## config.mk

```make
export PLATFORM = sky130hd
export DESIGN_NAME = fetch_pc
export DESIGN_NICKNAME = d
export VERILOG_FILES = /design/src/rtl/fetch_pc.sv
export SDC_FILE = /design/constraint.sdc
export NUM_CORES = 1
export LEC_CHECK = 0
export BUFFER_PORTS_ARGS = -buffer_cell sky130_fd_sc_hd__clkbuf_2
export CAP_MARGIN = 20
export CORE_ASPECT_RATIO = 1.5
export CORE_MARGIN = 2
export CORE_UTILIZATION = 40
export DETAILED_ROUTE_END_ITERATION = 10
export PLACE_DENSITY = 0.81
export RECOVER_POWER = 100
export REMOVE_ABC_BUFFERS = 1
export SYNTH_ARGS = -nofsm -noshare
export SYNTH_HDL_FRONTEND = slang
export SYNTH_SLANG_ARGS = --single-unit
```

## constraint.sdc

```tcl
create_clock -name clk -period 2 [get_ports clk]
set_clock_uncertainty 0.05 [all_clocks]
set_input_delay 0.1 -clock clk [delete_from_list [all_inputs] [get_ports clk]]
set_output_delay 0.1 -clock clk [all_outputs]
set_load 0.02 [all_outputs]
```

## src/rtl/fetch_pc.sv

```systemverilog
// Program counter and next-PC selector for the P4 single-cycle CPU front end.
// Define FETCH_PC_CNT_EN to build the committed-advance counter on instr_cnt.
module fetch_pc #(
  parameter logic [31:0] RESET_PC = 32'h0000_3000
) (
  input  logic        clk,
  input  logic        reset_n,
  input  logic [31:0] pc4,
  input  logic        stall,
  input  logic [1:0]  npc_op,
  input  logic        branch_taken,
  input  logic [15:0] imm16,
  input  logic [25:0] instr_index,
  input  logic [31:0] rs_val,
  output logic [31:0] pc,
  output logic        fetch_valid,
  output logic        addr_err,
  output logic [31:0] instr_cnt
);

  typedef enum logic [1:0] {BOOT, RUN, HALT} state_t;

  localparam logic [1:0] OP_SEQ = 2'b00;
  localparam logic [1:0] OP_BR  = 2'b01;
  localparam logic [1:0] OP_J   = 2'b10;
  localparam logic [1:0] OP_JR  = 2'b11;

  state_t             state;
  logic signed [31:0] br_off;
  logic [31:0]        npc;
  logic               jr_misaligned;
  logic               commit;

  // Word offset scaled to bytes; two's-complement add wraps naturally below 0.
  assign br_off        = {{14{imm16[15]}}, imm16, 2'b00};
  assign jr_misaligned = (npc_op == OP_JR) && (rs_val[1:0] != 2'b00);
  assign commit        = (state == RUN) && !stall && !jr_misaligned;

  always_comb begin
    npc = pc4;
    case (npc_op)
      OP_SEQ: npc = pc4;
      OP_BR:  npc = branch_taken ? (pc4 + $unsigned(br_off)) : pc4;
      OP_J:   npc = {pc[31:28], instr_index, 2'b00};
      OP_JR:  npc = rs_val;
      default: npc = pc4;
    endcase
  end

  always_ff @(posedge clk or negedge reset_n) begin
    if (!reset_n) begin
      state       <= BOOT;
      pc          <= RESET_PC;
      fetch_valid <= 1'b0;
      addr_err    <= 1'b0;
    end else begin
      case (state)
        BOOT: begin
          state       <= RUN;
          fetch_valid <= 1'b1;
        end
        RUN: begin
          if (!stall) begin
            if (jr_misaligned) begin
              state       <= HALT;
              fetch_valid <= 1'b0;
              addr_err    <= 1'b1;
            end else begin
              pc <= npc;
            end
          end
        end
        HALT: begin
          fetch_valid <= 1'b0;
          addr_err    <= 1'b1;
        end
        default: begin
          state       <= BOOT;
          fetch_valid <= 1'b0;
        end
      endcase
    end
  end

`ifdef FETCH_PC_CNT_EN
  always_ff @(posedge clk or negedge reset_n) begin
    if (!reset_n) begin
      instr_cnt <= '0;
    end else if (commit) begin
      instr_cnt <= instr_cnt + 32'd1;
    end
  end
`else
  assign instr_cnt = '0;
`endif

endmodule

```

### After elaboration in Yosys (flattened, before gate mapping)

Cells that the tools add are included.
Widths: inputs -> output; s select.

| storage, ports and cells | value |
|---|---|
| flip-flop bits (word level) | 36 |
| bits in latches | 0 |
| RAM bits | 0 |
| ROM bits | 0 |
| bits of input ports | 112 |
| output and inout port bits | 66 |
| word-level logic and storage cells | 38 |
| memories | 0 |

| cells by class | value |
|---|---|
| add/subtract/negate cells | 1 |
| multipliers | 0 |
| div/mod/pow operators | 0 |
| $lt $le $gt $ge | 0 |
| equality and inequality tests | 7 |
| shift-type cells | 0 |
| muxes and demuxes | 11 |
| bitwise logic cells | 4 |
| reduce and logical (&&, ||, !) cells | 10 |

Operators with widths:

| cell | number |
|---|---|
| $pmux 32 s4 | 1 |
| $add 32x32->32 | 1 |
| $mux 32 | 1 |
| $reduce_and 3->1 | 3 |
| $eq 2x2->1 const B | 3 |
| $pmux 2 s3 | 1 |
| $eq 2x1->1 const B | 2 |
| $logic_not 2->1 | 2 |
| $mux 1 | 4 |
| $mux 2 | 2 |
| $ne 2x2->1 const B | 2 |
| $not 1->1 | 4 |
| $pmux 1 s2 | 2 |
| $reduce_and 4->1 | 1 |
| $reduce_bool 2->1 | 2 |
| $reduce_and 2->1 | 1 |
| $logic_and 1x1->1 | 1 |

### Logic depth before layout (Yosys ltp)

Gate-level depths: netlist of run 1.

| logic depth | value |
|---|---|
| depth in word-level cells | 5 |
| depth in mapped cells | 11 |
| depth with buffers taken out | 11 |

### Least setup slack after synthesis of run 1

No wires, ideal clock.

| timing | value |
|---|---|
| path kind | input-to-reg |
| start point | in pc4[2] |
| end point | reg pc[30] |
| setup time | 0.119 ns |
| arrival | 2.164 ns |
| required time | 1.831 ns |
| path slack | -0.333 ns |
| stages on the path | 11 |
| buffers on the path | 0 |
| path through | ha_1 -> fa_1 -> a21oi_1 -> o221ai_2 -> a21oi_1 -> o21ai_1 -> a21oi_1 -> o211a_1 -> o31ai_1 -> xor2_1 -> o21a_1 |

| on the way | value |
|---|---|
| longest elaborated chain between the ends | 3 |

Ends and longest elaborated chain:

| item | RTL line | RTL |
|---|---|---|
| from (decl) | 8 | `input logic [31:0] pc4,` |
| $add 32x32->32 | 43 | `OP_BR: npc = branch_taken ? (pc4 + $unsigned(br_off)) : pc4;` |
| $mux 32 | 43 |  |
| $pmux 32 s4 | 41 | `case (npc_op)` |
| to (signal assigned) | 69 | `pc <= npc;` |
| to (decl) | 15 | `output logic [31:0] pc,` |

Every way passes these cells.
A chain may end at the register's enable or synchronous reset.

### Worst setup path after layout of run 1

| timing | value |
|---|---|
| start point | in pc4[22] |
| end point | reg pc[31] |

The elaborated chain is that of the path after synthesis.

==> results of run 1 <==
metrics by stage:
step	TNS, ns	setup WS (ns)
after CTS	-0.254	-0.0664
after detailed placement	-9.20	-0.701
final	-0.583	-0.124
after floorplan	-4.33	-0.375
after global placement	-7.95	-0.638
after global routing	-2.05	-0.243
repair_timing:
action	in CTS	in global routing
hold buffers	1	0
endpoints found under the hold margin	20	0
setup buffers	9	4
resized for setup	41	31
pin swaps	24	31
endpoints found under the setup margin	17	19
state kept, by name (all words and copies together) (netlist names):
| register | cells |
|---|---|
| pc | 32 |
| addr_err | 1 |
| state | 2 |
| fetch_valid | 1 |
final timing paths:
path,startpoint,endpoint,slack [ns]
max,pc4[22],pc[31],-0.12
min in group asynchronous,reset_n,pc[22],0.57
min,pc4[0],pc[0],0.02
min reg2reg,addr_err,addr_err,0.43
max in group asynchronous,reset_n,pc[13],0.38
max reg2reg,state[1],pc[26],0.13
logic make-up after synthesis:
kind of cell	Yosys count	synth area share
fa+ha+maj	30	0.0963
other cells	1	0.000944
buf+inv	74	0.122
mux	27	0.0686
xor+xnor	27	0.0595
compound gates	178	0.283
simple gates	129	0.142
flops	36	0.227
critical path, cell delays in order:
cell	delay (ns)
buf_4	0.13
ha_4	0.24
a21o_1	0.21
a21oi_2	0.14
nor2b_1	0.08
o41a_2	0.41
a22o_1	0.24
nor3_2	0.17
xnor2_1	0.17
mux2i_1	0.21
o221ai_1	0.13
area by class of cell:
cell class / count / share of cell area
clock inverters: 3 / 0.00733
well taps: 115 / 0.0248
inverters: 13 / 0.00841
flip-flops and latches: 36 / 0.156
clock buffers: 5 / 0.0216
repair buffers: 249 / 0.260
multi-input cells: 423 / 0.522
cell usage in the layout (no fill, tap or decap), types with 3 or more instances in the layout:
cell type / n
buf_6: 4
buf_4: 97
o21ai_1: 12
nand4_1: 10
o221ai_1: 6
a211oi_2: 4
nor2b_1: 3
nor3_1: 7
ha_1: 15
a221o_1: 3
ha_4: 14
nand2_1: 65
o21ai_2: 4
clkbuf_16: 5
a21oi_2: 8
a31oi_1: 10
mux2i_1: 25
nand3_1: 8
xnor2_1: 14
clkbuf_1: 35
a22o_1: 3
dfrtp_1: 34
a21o_1: 11
conb_1: 32
xor2_1: 11
a21oi_1: 44
o21ai_0: 39
o21a_1: 5
clkbuf_2: 108
inv_1: 13
nor2_1: 21
routing by layer:
layer,wire (um),track usage,vias up
met5,0,0,-
li1,-,-,2204
met3,749,0.0282,41
met1,4960,0.266,2194
met2,7730,0.465,217
met4,466,0.113,0
power by group through the flow:
stage / clock [mW] / sequential, mW / combinational, mW
6_report: 0.908 / 1.32 / 2.57
5_1_grt: 0.955 / 1.36 / 2.77
4_1_cts: 0.919 / 1.32 / 2.56
3_5_place_dp: 0 / 1.33 / 2.45
3_3_place_gp: 0 / 1.31 / 2.38
2_1_floorplan: 0 / 1.69 / 1.06
==> flow_metrics.env, run 1 <==
export IMPL_drv_slew=0
export IMPL_p_per_area_nw_per_um2=826
export IMPL_grt_pass1_vias=4569
export IMPL_synth_warnings=0
export IMPL_final_area_um2=5800
export IMPL_initial_core_util=0.410
export IMPL_placed_area_um2=5210
export IMPL_clock_path_buffers=2
export IMPL_drt_iter0_drc=191
export IMPL_swShare=0.437
export IMPL_fmax_mhz=471
export IMPL_synth_common_cells="nand2_1 (65), a21oi_1 (54), o21ai_0 (51)"
export IMPL_power_mw=4.80
export IMPL_synth_top_cell_area_share=0.214
export IMPL_drtPass1Iterations=4
export IMPL_leakage_nw=2.85
export IMPL_yosysTopAreaCell="dfrtp_1"
export IMPL_final_cells=844
export IMPL_synth_top_cells_by_area="dfrtp_1 (21%), ha_1 (9.1%), a21oi_1 (6.8%)"
export IMPL_cts_made_buffers=5
export IMPL_clock_sinks=36
export IMPL_cap_violations=0
export IMPL_globalplace_congestion=0.886
export IMPL_rsz0062_at_grt="yes"
export IMPL_syn_area_um2=3970
export IMPL_rr_worst_depth=5
export IMPL_relSlewSlack=0.168
export IMPL_worst_pin_slew_ns=1.25
export IMPL_nNetsFinal=870
export IMPL_clk_pin_slew_ns=0.06
export IMPL_placed_cells=822
export IMPL_num_rows=44
export IMPL_cts_tree="built"
export IMPL_peakVddDrop_v=0.000610
export IMPL_crit_type="in2reg"
export IMPL_track_usage=0.246
export IMPL_power_frac_comb=0.535
export IMPL_ant_nets=0
export IMPL_numPortBuffers=145
export IMPL_crit_required_ns=2.10
export IMPL_fin_crit_sh=1.06
export IMPL_yosysSeqAreaShare=0.227
export IMPL_coreArea_um2=9690
export IMPL_area_delta_synth_final_pct=46.0
export IMPL_grt_pass1_wl_mm=21.5
export IMPL_setup_viol=8
export IMPL_seq_area_um2=903
export IMPL_worst_slack_ns=-0.124
export IMPL_clk_latency_ns=0.28
export IMPL_post_dp_hpwl_mm=10.3
export IMPL_synth_edf_count=0
export IMPL_diodes=0
export IMPL_hold_depth=2
export IMPL_multi_input_area_um2=3030
export IMPL_fillers=870
export IMPL_hold_viol_final=0
export IMPL_die_w_um=85.4
export IMPL_overflow=0
export IMPL_drc=0
export IMPL_p_int_mw=2.70
export IMPL_drt_total_wl_mm=13.9
export IMPL_ys_ff_latch=36
export IMPL_power_frac_seq=0.275
export IMPL_antenna_found_initial=0
export IMPL_status="finished with violations"
export IMPL_synth_most_common_cell="nand2_1"
export IMPL_syn_inst=502
export IMPL_end_kind="flop"
export IMPL_syn_avg_cell_area_um2=7.92
export IMPL_wl_per_cell_um=16.5
export IMPL_grt_max_degree=45
export IMPL_io_pins=178
export IMPL_hold_ws_ns=0.0208
export IMPL_p_switching_mw=2.10
export IMPL_start_kind="input pin"
export IMPL_hold_class="in2reg"
export IMPL_final_layout_size_suffix_gt1_frac=0.381
export IMPL_cp_arrival_ns=2.22
export IMPL_cts_root_buf="clkbuf_16"
export IMPL_viasPerCell=5.52
export IMPL_dieArea_um2=10800
export IMPL_netlist_cell_type_count=54
export IMPL_p_clk_frac=0.189
export IMPL_fin_crit_ns=2.12
export IMPL_utilization=0.599
export IMPL_htree_levels=2
export IMPL_die_h_um=126
export IMPL_cp_max_fo=3
export IMPL_vias=4656
export IMPL_violations="negative setup slack"
export IMPL_ys_flop_type="dfrtp_1"
export IMPL_synth_async_reset_ratio=1.00
Power figures use the tool's default switching activity.
==> run 2, diff against run 1 <==
- BUFFER_PORTS_ARGS: -buffer_cell sky130_fd_sc_hd__clkbuf_2 -> -buffer_cell sky130_fd_sc_hd__buf_2
- CORE_ASPECT_RATIO: 1.5 -> 1.25
- RECOVER_POWER: 100 -> not set
==> flow_metrics.env, run 2 (same netlist as run 1, synthesis figures left out) <==
export IMPL_diodes=0
export IMPL_rsz0062_at_grt="yes"
export IMPL_worst_slack_ns=-0.121
export IMPL_final_cell_mix="buf_2 (139), buf_4 (99), nand2_1 (65), a21oi_1 (43), o21ai_0 (37)"
export IMPL_ant_nets=0
export IMPL_htree_levels=2
export IMPL_globalplace_congestion=0.912
export IMPL_nNetsFinal=868
export IMPL_initial_core_util=0.411
export IMPL_relSlewSlack=0.439
export IMPL_final_layout_size_suffix_gt1_frac=0.443
export IMPL_coreArea_um2=9660
export IMPL_fin_crit_sh=1.06
export IMPL_wl_per_cell_um=15.4
export IMPL_top_register="pc"
export IMPL_cap_violations=0
export IMPL_io_pins=178
export IMPL_crit_required_ns=2.12
export IMPL_clock_path_buffers=2
export IMPL_p_per_area_nw_per_um2=803
export IMPL_largest_reg_flops=32
export IMPL_clk_pin_slew_ns=0.05
export IMPL_antenna_found_initial=0
export IMPL_hold_viol_final=0
export IMPL_cts_made_buffers=5
export IMPL_leakage_nw=2.95
export IMPL_drc=0
export IMPL_reg_top3="pc (32), state (2)"
export IMPL_drt_iter0_drc=311
export IMPL_track_usage=0.231
export IMPL_fmax_mhz=471
export IMPL_crit_type="in2reg"
export IMPL_post_dp_hpwl_mm=9.80
export IMPL_numPortBuffers=145
export IMPL_drt_total_wl_mm=13.1
export IMPL_drtPass1Iterations=4
export IMPL_cts_tree="built"
export IMPL_grt_max_degree=57
export IMPL_dieArea_um2=10800
export IMPL_num_rows=40
export IMPL_start_kind="input pin"
export IMPL_final_common_cell="buf_2"
export IMPL_drv_slew=0
export IMPL_status="finished with violations"
export IMPL_setup_viol=7
export IMPL_cp_max_fo=2
export IMPL_viasPerCell=5.35
export IMPL_grt_pass1_vias=4429
export IMPL_cts_root_buf="clkbuf_16"
export IMPL_die_h_um=115
export IMPL_fin_crit_ns=2.12
export IMPL_hold_ws_ns=0.0341
export IMPL_grt_pass1_wl_mm=20.1
export IMPL_overflow=0
export IMPL_clk_latency_ns=0.27
export IMPL_worst_pin_slew_ns=0.842
export IMPL_peakVddDrop_v=0.000367
export IMPL_hold_class="in2reg"
export IMPL_cp_arrival_ns=2.24
export IMPL_vias=4564
export IMPL_utilization=0.611
export IMPL_area_delta_synth_final_pct=48.5
export IMPL_die_w_um=93.2
export IMPL_end_kind="flop"
export IMPL_clock_sinks=36
export IMPL_violations="negative setup slack"
export IMPL_dp_slack_ns=-0.695
-- run 2: cell types whose count changed in the layout (fill, tap and decap cells not counted), sizes merged --
cell      change
clkinv        +1
bufinv        -1
clkbuf      -144
buf         +143
clkinvlp      -1
-- run 2: cell type report --
class | instances | area, um2
multi-input cells | 423 | 3090
clock inverters | 2 | 10.0
fillers | 812 | 3760
inverters | 13 | 48.8
flip-flops and latches | 36 | 903
well taps | 126 | 158
repair buffers | 247 | 1560
clock buffers | 6 | 139
-- run 2: path summary, 6_finish.rpt --
check | to | cells past startpoint | slack [ns] | start
setup / recovery | pc[27] | 11 | -0.12 | pc4[12]
hold / removal | pc[0] | 2 | 0.03 | pc4[0]
setup reg to reg | pc[26] | 4 | 0.06 | state[1]
hold reg to reg | pc[12] | 2 | 0.40 | pc[12]
max in group asynchronous | pc[20] | 2 | 0.95 | reset_n
min in group asynchronous | addr_err | 2 | 0.41 | reset_n
-- run 2: metrics by stage --
stage | instance area [um2] | total power, mW | cells | setup TNS, ns
floorplan | 3650 | 2.74 | 472 | -4.33
global route | 5900 | 5.05 | 853 | -1.90
detailed placement | 5180 | 3.73 | 829 | -10.13
global placement | 5180 | 3.65 | 829 | -8.79
CTS | 5700 | 4.63 | 848 | -0.168
finish | 5900 | 4.74 | 853 | -0.438
-- run 2: worst max-delay path: stages --
cell and delay (ns):
buf_8 0.11, ha_4 0.24, a211oi_4 0.20, nand2_2 0.11, a2111oi_4 0.30, buf_4 0.18, a211oi_4 0.05, o21a_1 0.20
o31a_1 0.24, a221o_1 0.34, a22o_1 0.18
-- run 2: power breakdown --
part           total, mW  switching, mW  internal (mW)
Clock              0.785          0.294          0.491
Combinational       2.67           1.56           1.11
Sequential          1.28          0.192           1.09
Total               4.74           2.05           2.69
-- run 2: routing by layer --
layer	up-vias	track usage	wire (um)
met4	0	0.110	443
met1	2120	0.275	5080
li1	2200	-	-
met5	-	0	0
met2	203	0.418	6750
met3	41	0.0189	836
-- run 2: what timing repair did --
| item | in CTS | in global routing |
|---|---|---|
| resized for setup | 45 | 41 |
| setup endpoints to repair | 20 | 20 |
| endpoints found under the hold margin | 34 | 0 |
| hold buffers | 1 | 0 |
| pin swaps | 33 | 43 |
| buffers inserted | 10 | 5 |
==> run 3, diff against run 2 <==
- REMOVE_ABC_BUFFERS: 1 -> not set
- SKIP_CTS_REPAIR_TIMING: not set -> 1
==> flow_metrics.env, run 3 (same netlist as run 1, synthesis figures left out) <==
export IMPL_status="finished with violations"
export IMPL_violations="negative setup slack"
export IMPL_fmax_mhz=472
export IMPL_critPathBufInv=1
export IMPL_fin_crit_ns=2.12
export IMPL_max_stage_delay_ns=0.39
export IMPL_die_h_um=115
export IMPL_seq_area_um2=903
export IMPL_rr_worst_depth=5
export IMPL_hold_class="in2reg"
export IMPL_area_delta_synth_final_pct=42.1
export IMPL_rr_endpoint="pc[13]"
export IMPL_cts_tree="built"
export IMPL_cts_made_buffers=5
export IMPL_clock_path_buffers=2
export IMPL_final_cell_mix="buf_2 (139), buf_4 (90), nand2_1 (65), a21oi_1 (45), o21ai_0 (40)"
export IMPL_drt_iter0_drc=266
export IMPL_htree_levels=2
export IMPL_cp_endpoint="pc[27]"
export IMPL_wl_per_cell_um=15.0
export IMPL_globalplace_congestion=0.952
export IMPL_io_pins=178
export IMPL_utilization=0.584
export IMPL_peakVddDrop_v=0.000385
export IMPL_crit_type="in2reg"
export IMPL_dieArea_um2=10800
export IMPL_ant_nets=0
export IMPL_grt_max_degree=57
export IMPL_die_w_um=93.2
export IMPL_cp_cell_sequence="buf_6 > ha_4 > a211oi_2 > nand2_2 > a2111oi_4 > a211oi_2 > o21a_1 > o31a_1 > a221o_1 > a22o_1"
export IMPL_track_usage=0.222
export IMPL_leakage_nw=2.87
export IMPL_final_common_cell="buf_2"
export IMPL_placed_area_um2=5320
export IMPL_multi_input_area_um2=2910
export IMPL_cp_arrival_ns=2.23
export IMPL_drtPass1Iterations=6
export IMPL_initial_core_util=0.411
export IMPL_cap_violations=0
export IMPL_reg_top3="pc (32), state (2)"
export IMPL_critPathLaunch="imm16[10]"
export IMPL_post_dp_hpwl_mm=10.2
export IMPL_r2r_start="state[1]"
export IMPL_viasPerCell=5.31
export IMPL_numPortBuffers=145
export IMPL_drc=0
export IMPL_nNetsFinal=858
export IMPL_power_mw=4.64
export IMPL_fin_crit_sh=1.06
export IMPL_largest_reg_flops=32
export IMPL_clock_sinks=36
export IMPL_path_delay_family="compound AO/OA/AOI/OAI gates"
export IMPL_final_area_um2=5650
export IMPL_end_kind="flop"
export IMPL_grt_pass1_wl_mm=19.2
export IMPL_diodes=0
export IMPL_clk_latency_ns=0.27
export IMPL_setup_viol=9
export IMPL_worst_slack_ns=-0.119
export IMPL_setup_tns_ns=-0.349
export IMPL_start_kind="input pin"
export IMPL_p_per_area_nw_per_um2=822
export IMPL_top_register="pc"
export IMPL_r2r_slack_ns=0.18
export IMPL_final_layout_size_suffix_gt1_frac=0.403
export IMPL_hold_viol_final=0
export IMPL_drt_total_wl_mm=12.6
export IMPL_overflow=0
export IMPL_rsz0062_at_grt="yes"
export IMPL_num_rows=40
export IMPL_cp_max_fo=4
export IMPL_relSlewSlack=0.436
export IMPL_slowest_stage="a2111oi_4"
export IMPL_fillers=869
export IMPL_grt_pass1_vias=4143
export IMPL_crit_required_ns=2.11
export IMPL_drv_slew=0
export IMPL_cts_root_buf="clkbuf_16"
export IMPL_cp_num_cells=10
export IMPL_dp_slack_ns=-0.433
export IMPL_clk_pin_slew_ns=0.06
export IMPL_cp_common_cell="a211oi_2"
export IMPL_vias=4475
export IMPL_worst_pin_slew_ns=0.846
export IMPL_antenna_found_initial=0
export IMPL_coreArea_um2=9660
==> run 3: layout make-up <==
class,count,area share
clock buffers,8,0.0259
inverters,13,0.00864
multi-input cells,423,0.516
flip-flops and latches,36,0.160
well taps,126,0.0279
repair buffers,237,0.262
==> run 3: worst min-delay path by stage <==
stage | from | slack, ns | endpoint | depth (start not counted)
2_1_floorplan | reset_n | -0.25 | addr_err | 0
3_3_place_gp | reset_n | 0.18 | addr_err | 1
3_5_place_dp | reset_n | 0.19 | addr_err | 1
4_1_cts | reset_n | -0.1 | pc[30] | 1
5_1_grt | pc4[1] | 0.03 | pc[1] | 2
6_report | pc4[25] | 0.04 | pc[25] | 3
==> run 3: per-layer routing <==
metal  wire length [um]  GRT usage  up-vias
li1                   -          -     2177
met1               5160      0.272     2054
met5                  0          0        -
met4                399     0.0804        0
met3                821     0.0332       40
met2               6270      0.394      204
==> run 3: power breakdown <==
group	switching (mW)	total (mW)	internal [mW]
Combinational	1.52	2.58	1.06
Sequential	0.201	1.29	1.09
Clock	0.270	0.766	0.496
Total	1.99	4.64	2.65
==> run 3: metrics by stage <==
step	hold slack (ns)	std cells
final	0.0404	843
after global placement	0.177	833
after floorplan	-0.246	533
after detailed placement	0.193	833
after global routing	0.0347	843
after CTS	-0.0971	841
==> run 3: tightest hold or removal path: cells and delay by family <==
| kind | cells | cell delay [ns] |
|---|---|---|
| AO/OA/AOI/OAI | 1 | 0.07 |
| AND/OR/NAND/NOR | 1 | 0.05 |
| buffers and inverters | 1 | 0.11 |
